==> src/rtl/wb_pkg.sv <==
// Shared Wishbone definitions: default bus widths, response kinds, and
// the byte-select width helper.
package wb_pkg;

  localparam int WB_ADR_W = 32;
  localparam int WB_DAT_W = 32;

  typedef enum logic [1:0] {WB_ACK, WB_ERR, WB_RTY} wb_resp_e;

  function automatic int wb_sel_w(input int dat_w);
    return dat_w / 8;
  endfunction

endpackage

==> src/rtl/wb_skid_buf.sv <==
// Generic 2-entry valid/ready skid buffer: an output register plus one skid slot.
// in_ready depends only on registered state, so there is no combinational path from out_ready.
module wb_skid_buf #(
  parameter int WIDTH = 8
) (
  input  logic             clk,
  input  logic             rst,
  input  logic             flush,
  input  logic [WIDTH-1:0] in_data,
  input  logic             in_valid,
  output logic             in_ready,
  output logic [WIDTH-1:0] out_data,
  output logic             out_valid,
  input  logic             out_ready
);

  logic [WIDTH-1:0] out_data_reg;
  logic [WIDTH-1:0] skid_data_reg;
  logic             out_valid_reg;
  logic             skid_valid_reg;
  logic             load_out;

  assign in_ready  = !skid_valid_reg;
  assign load_out  = out_ready || !out_valid_reg;
  assign out_data  = out_data_reg;
  assign out_valid = out_valid_reg;

  always_ff @(posedge clk or negedge rst) begin
    if (!rst) begin
      out_data_reg   <= '0;
      skid_data_reg  <= '0;
      out_valid_reg  <= 1'b0;
      skid_valid_reg <= 1'b0;
    end else if (flush) begin
      out_valid_reg  <= 1'b0;
      skid_valid_reg <= 1'b0;
    end else if (load_out) begin
      // A parked beat always drains before a new one is taken, keeping order.
      if (skid_valid_reg) begin
        out_data_reg   <= skid_data_reg;
        out_valid_reg  <= 1'b1;
        skid_valid_reg <= 1'b0;
      end else begin
        out_valid_reg <= in_valid;
        if (in_valid) out_data_reg <= in_data;
      end
    end else if (in_valid && in_ready) begin
      skid_data_reg  <= in_data;
      skid_valid_reg <= 1'b1;
    end
  end

endmodule

==> src/rtl/wb_pipe_bridge.sv <==
// Pipelined Wishbone B4 register bridge: skid-buffered request path, registered response path,
// outstanding-request limit and clean abort on s_cyc drop. Define WB_RTY_EN to add rty ports.
module wb_pipe_bridge
  import wb_pkg::*;
#(
  parameter int ADR_WIDTH = WB_ADR_W,
  parameter int DAT_WIDTH = WB_DAT_W,
  parameter int SEL_WIDTH = wb_sel_w(DAT_WIDTH),
  parameter int MAX_OUT   = 4
) (
  input  logic                 clk,
  input  logic                 rst,
  input  logic [ADR_WIDTH-1:0] s_adr,
  input  logic [DAT_WIDTH-1:0] s_dat_i,
  input  logic [SEL_WIDTH-1:0] s_sel,
  input  logic                 s_cyc,
  input  logic                 s_stb,
  input  logic                 s_we,
  output logic [DAT_WIDTH-1:0] s_dat_o,
  output logic                 s_ack,
  output logic                 s_err,
  output logic                 s_stall,
  output logic [ADR_WIDTH-1:0] m_adr,
  output logic [DAT_WIDTH-1:0] m_dat_o,
  output logic [SEL_WIDTH-1:0] m_sel,
  output logic                 m_cyc,
  output logic                 m_stb,
  output logic                 m_we,
  input  logic [DAT_WIDTH-1:0] m_dat_i,
  input  logic                 m_ack,
  input  logic                 m_err,
`ifdef WB_RTY_EN
  input  logic                 m_rty,
  output logic                 s_rty,
`endif
  input  logic                 m_stall
);

  localparam int CNT_W = $clog2(MAX_OUT + 1);
  localparam int REQ_W = ADR_WIDTH + DAT_WIDTH + SEL_WIDTH + 1;
  localparam logic [CNT_W-1:0] CNT_MAX = CNT_W'(MAX_OUT);

  logic [CNT_W-1:0]     cnt_reg, cnt_next;
  logic                 m_cyc_reg;
  logic                 resp_valid_reg;
  wb_resp_e             resp_kind_reg, resp_kind;
  logic [DAT_WIDTH-1:0] s_dat_reg;
  logic [REQ_W-1:0]     req_data, fwd_data;
  logic                 req_valid, req_ready, accept, flush;
  logic                 cnt_full, rty_in, resp_in, done;

`ifdef WB_RTY_EN
  assign rty_in = m_rty;
  assign s_rty  = resp_valid_reg && (resp_kind_reg == WB_RTY);
`else
  assign rty_in = 1'b0;
`endif

  // Master dropping cyc flushes everything in flight on the next edge.
  assign flush     = !s_cyc;
  assign cnt_full  = (cnt_reg == CNT_MAX);
  assign req_valid = s_cyc && s_stb && !cnt_full;
  assign accept    = req_valid && req_ready;
  assign s_stall   = !req_ready || cnt_full;
  assign req_data  = {s_adr, s_dat_i, s_sel, s_we};

  wb_skid_buf #(.WIDTH(REQ_W)) u_req_skid (
    .clk       (clk),
    .rst       (rst),
    .flush     (flush),
    .in_data   (req_data),
    .in_valid  (req_valid),
    .in_ready  (req_ready),
    .out_data  (fwd_data),
    .out_valid (m_stb),
    .out_ready (!m_stall)
  );

  assign {m_adr, m_dat_o, m_sel, m_we} = fwd_data;
  assign m_cyc   = m_cyc_reg;
  assign s_dat_o = s_dat_reg;
  assign s_ack   = resp_valid_reg && (resp_kind_reg == WB_ACK);
  assign s_err   = resp_valid_reg && (resp_kind_reg == WB_ERR);

  // Responses outside an active cycle on both sides are stale and dropped.
  assign resp_in = m_cyc_reg && s_cyc && (m_ack || m_err || rty_in);
  assign done    = resp_valid_reg;

  always_comb begin
    resp_kind = WB_ACK;
    if (m_err)       resp_kind = WB_ERR;
    else if (rty_in) resp_kind = WB_RTY;
  end

  always_comb begin
    cnt_next = cnt_reg;
    if (accept && !done)                         cnt_next = cnt_reg + CNT_W'(1);
    else if (!accept && done && cnt_reg != '0)   cnt_next = cnt_reg - CNT_W'(1);
  end

  always_ff @(posedge clk or negedge rst) begin
    if (!rst) begin
      cnt_reg        <= '0;
      m_cyc_reg      <= 1'b0;
      resp_valid_reg <= 1'b0;
      resp_kind_reg  <= WB_ACK;
      s_dat_reg      <= '0;
    end else begin
      cnt_reg        <= flush ? '0 : cnt_next;
      m_cyc_reg      <= s_cyc && (m_cyc_reg || accept);
      resp_valid_reg <= resp_in;
      resp_kind_reg  <= resp_kind;
      if (resp_in) s_dat_reg <= m_dat_i;
    end
  end

endmodule

==> config.mk <==
export PLATFORM = sky130hd
export DESIGN_NAME = wb_pipe_bridge
export DESIGN_NICKNAME = d
export VERILOG_FILES = /design/src/rtl/wb_pkg.sv /design/src/rtl/wb_skid_buf.sv /design/src/rtl/wb_pipe_bridge.sv
export SDC_FILE = /design/constraint.sdc
export NUM_CORES = 1
export LEC_CHECK = 0
export ABC_CLOCK_PERIOD_IN_PS = 2900
export CORE_UTILIZATION = 48
export CTS_BUF_LIST = sky130_fd_sc_hd__clkbuf_16
export DETAILED_ROUTE_END_ITERATION = 8
export PLACE_DENSITY = 0.79
export SLEW_MARGIN = 0
export SYNTH_ARGS = -nofsm -noshare
export SYNTH_HDL_FRONTEND = slang
export SYNTH_SLANG_ARGS = --single-unit
==> constraint.sdc <==
create_clock -name clk -period 2.9 [get_ports clk]
set_input_delay 0.58 -clock clk [delete_from_list [all_inputs] [get_ports clk]]
set_output_delay 0.58 -clock clk [all_outputs]
set_load 0.05 [all_outputs]
Word-level counts from Yosys, hierarchy flattened
Cells that the tools add are included.

word-level totals
  flip-flop bits (word level) = 178
  input port bits = 108
  word-level logic and storage cells = 55
  output and inout port bits = 106

operators by class
  add/subtract/negate cells = 2
  bitwise logic cells = 1
  muxes and demuxes = 12
  reductions and logical operators = 26
  equality and inequality tests = 5

operator list
  cell                                              number
  two-way mux 69 bit                                2
  logical AND 1 bit                                 11
  two-way mux 3 bit                                 3
  two-way mux 1 bit                                 7
  logical NOT 1 bit                                 6
  != test 3 x 1 -> 1 bit, second input constant     2
  AND reduction 3 bit                               2
  logical OR 1 bit                                  4
  adder 3 x 1 -> 3 bit, second input constant       1
  equality test 3 bit, second input constant        1
  nonzero test 3 bit                                1
  subtractor 3 x 1 -> 3 bit, second input constant  1
  logical NOT 2 bit                                 1
  != test 2 x 1 -> 1 bit, second input constant     1
  nonzero test 2 bit                                1
  equality test 1 bit, second input constant        1
  inverter 1 bit                                    1

Logic depth before layout (Yosys ltp)
  word-level depth = 10
  mapped depth = 9
  depth with buffers taken out = 8

Hierarchy
A second synthesis with hierarchy kept.

second synthesis, totals
  cells, all modules = 497
  area, all modules = 7681.1 µm²

by module, submodules not included
  module          cells an instance  sequential area each (µm²)  area each (µm²)  instances
  wb_skid_buf     378                3503.4                      6025.8           1
  wb_pipe_bridge  119                950.9                       1655.3           1

Worst setup path after synthesis
Ideal clock, no wire load.

  path type = register to register
  start point = reg cnt_reg[1]
  end point = reg cnt_reg[2]
  required time = 2.816 ns
  buffers on the path = 0
  stages on the path, launching flop included = 8
  period minus slack after synthesis = 2.085 ns
  arrival time = 2.001 ns
  path slack = 0.815 ns
  library setup time = 0.084 ns
  cells stage by stage = dfrtp_1 -> or3b_4 -> nand2_1 -> nor3b_1 -> fa_1 -> or3_1 -> a21oi_1 -> a21boi_0

between the ends
  word-level cells in the longest chain between the ends = 8

ends and longest elaborated chain
  item                                     RTL line               RTL
  start, declared                          wb_pipe_bridge.sv:43   logic [CNT_W-1:0] cnt_reg, cnt_next;
  start signal, assigned                   wb_pipe_bridge.sv:109  cnt_reg <= flush ? '0 : cnt_next;
  equality test 3 bit                      wb_pipe_bridge.sv:61   assign cnt_full = (cnt_reg == CNT_MAX);
  logical NOT 1 bit                        wb_pipe_bridge.sv:62   assign req_valid = s_cyc && s_stb && !cnt_full;
  logical AND 1 bit                        wb_pipe_bridge.sv:62
  logical AND 1 bit                        wb_pipe_bridge.sv:63   assign accept = req_valid && req_ready;
  logical NOT 1 bit                        wb_pipe_bridge.sv:98   else if (!accept && done && cnt_reg != '0) cnt_next = cnt_reg - CNT_W'(1);
  logical AND 1 bit (2 in series)          wb_pipe_bridge.sv:98
  != test 3 x 1 -> 1 bit (no source line)  n/a

Parallel ways exist; a longest one is shown, timed or not. The select of a mux whose other input is x is not followed.
A chain may end at the register's enable or synchronous reset.

Worst setup path after layout
  start point = reg cnt_reg[1]
  end point = out s_stall

between the ends
  word-level cells in the longest chain between the ends = 2

ends and longest elaborated chain
  item                 RTL line              RTL
  equality test 3 bit  wb_pipe_bridge.sv:61
  logical OR 1 bit     wb_pipe_bridge.sv:64  assign s_stall = !req_ready || cnt_full;
  end, declared        wb_pipe_bridge.sv:22  output logic s_stall,

Every way passes these cells.

==> metrics.txt <==
cell breakdown of the critical path=or3b_4 > nand2b_1 > clkdlybuf4s50_1; CP required=2.32 ns; Yosys reg bits=178; maximum vdd drop=0.450 mV; Least-Margin Pin Slew=0.679 ns; Core ar.=15,300 sq um; DRC violations left=0; Finished Core Util=0.691; largest cells by area after synthesis=dfrtp_1 (59%), mux2_2 (29%), nand2_1 (5.1%); clock-pin transition on the worst setup and hold timing paths=0.06 ns; reg2reg setup slack=0.57 ns; I/O Buffers=213; first-pass GRT wire length=27,100 um; Mapped Nets=659; post-CTS setup buffer count=0; post-route ant nets=0; initial antenna violation count=0; Synth Area per Inst=13.8 sq um; total of max-cap violations=0; crit end category=output pin; DRT Pass-1 Iters=6; synthesized area=7590 sq um; Synth Warn #=0; Slowest-stage cell, CP=clkdlybuf4s50_1; n_diodes=0; WL per Instance=16.8 um; post-synth top area share=0.587; chip height=128 um; Leak=4.55 nW; Worst Path Buf+Inv=1; GRT Total Usage=0.217; maximum root-to-sink buffer count=2; Clock Tree Root=clkbuf_16; Final min period=2.79 ns; die outline area=16,300 sq um; GRT met2 Usage=0.364; # setup viols final=0; Post-DP HPWL=11,600 um; clk_skew=0.00701 ns; Post-Layout Inst Area=10,600 sq um; critical path data arrival time=2.21 ns; fmax=358 MHz; count leader, synth=mux2_2; clk sinks=178; delay-heaviest family, CP=buffers and inverters; CP Class=reg -> out; Tightest Hold Check Type=in -> async; Max Slew Vio Count=0; fin cells=989; Async S/R FF share, synth=1.00; delay of the slowest critical-path stage=0.82 ns; largest net degree at the start of global routing=67; chip width=128 um; worst-skew pair later-pin latency=0.42 ns; GRT met3 Usage=0.0851; Initial Utilization=0.495; placed instance area=10,000 sq um; grt met1 use=0.259; Vias=5,007; placed insts=958; H-Tree Depth=4; Seq/Total Area, Yosys=0.587; synthesized netlist cell count=550; hold buffers post-CTS=0; final hold vios=0; final WL=16,600 um; PwrDens=876 nW/um^2; Yosys top cell by area=dfrtp_1; post-layout net count=875; RSZ-0062 raised after global routing=false; GRT overflow=0; vias in the first global route=5,491; Final GP Congestion=0.842; status=finished, final reports clean; Worst slew margin=0.548; Final Cycle Share=0.962; post-CTS sizing=0; Num CTS Buffers=17; crit-path max FO=6; hold slack final=0.159 ns; most frequent cells after synthesis=mux2_2 (197), dfrtp_1 (178), nand2_1 (103), clkbuf_1 (13), buf_2 (11); Post-synth EDFFs=0; Yosys cell types=30; I/O pins=214; Layout area overhead=39.5%; number of placement rows=45; most frequently used flop master after synthesis=dfrtp_1; setup_tns=0 ns; CTS tree=done; GRT busiest layer=met2; vias per cell=5.06; Starting DRT DRC Count=187; share of cells above drive strength 1=0.324; CP Launch Type=flop
[path summary, 6_finish.rpt]
check | from | end | cells past startpoint
setup reg to reg | cnt_reg[1] | cnt_reg[2] | 7
setup / recovery | cnt_reg[1] | s_stall | 3
max in group asynchronous | rst | u_req_skid.out_data[34] | 2
hold reg to reg | s_dat_o[1] | s_dat_o[1] | 2
min in group clk | s_dat_o[1] | s_dat_o[1] | 2
hold / removal | rst | u_req_skid.out_data[64] | 1
[final cells by class]
class,instances,area (sq um)
Timing Repair Buffer,226,2290
Tap cell,211,264
Inverter,3,11.3
Clock inverter,14,148
Fill cell,1119,4730
Clock buffer,17,425
Multi-Input combinational cell,340,2980
Sequential cell,178,4460
[metal layers]
layer  share of wire  up-vias
li1                -     2325
met2            0.49      160
met5               0        -
met3           0.083       14
met1            0.42     2508
met4           0.011        0
[metrics by stage]
stage	total power, mW	setup WS [ns]
global route	9.69	0.0159
global placement	6.95	0.286
floorplan	5.80	0.815
CTS	9.36	0.0903
detailed placement	7.08	0.182
finish	9.26	0.110
[cells by family (layout without fill, tap and decap cells)]
family,Yosys count,after routing,share of synthesized area
and+or+nand+nor,119,119,0.0635
adders and majority gates,1,1,0.00264
muxes,209,209,0.315
buffers and inverters,32,260,0.0211
DFF,178,178,0.587
AOI/OAI and AO/OA,11,11,0.0107
[cell usage in the layout, fill, tap and decap left out, types with 2 or more instances in the layout]
cell type	synthesis	routed
clkinvlp_4	0	2
clkdlybuf4s50_1	0	212
nor2_4	0	2
nor2b_1	3	3
nand2_1	103	103
clkinv_2	0	3
mux2_4	10	10
clkinv_1	0	4
bufinv_16	0	3
inv_1	3	4
a21oi_1	2	2
mux2_2	197	197
dfrtp_1	178	177
nand2b_1	3	3
clkbuf_16	0	17
mux2i_1	2	2
nor2_1	4	3
buf_12	0	5
a21boi_0	2	2
buf_4	1	8
[power by group]
group / leakage (nW) / internal, mW / switching [mW]
clock network: 0.280 / 1.33 / 0.918
registers: 2.16 / 3.22 / 0.396
logic: 2.11 / 1.41 / 1.99
total: 4.55 / 5.96 / 3.30
Power figures use the tool's default switching activity.
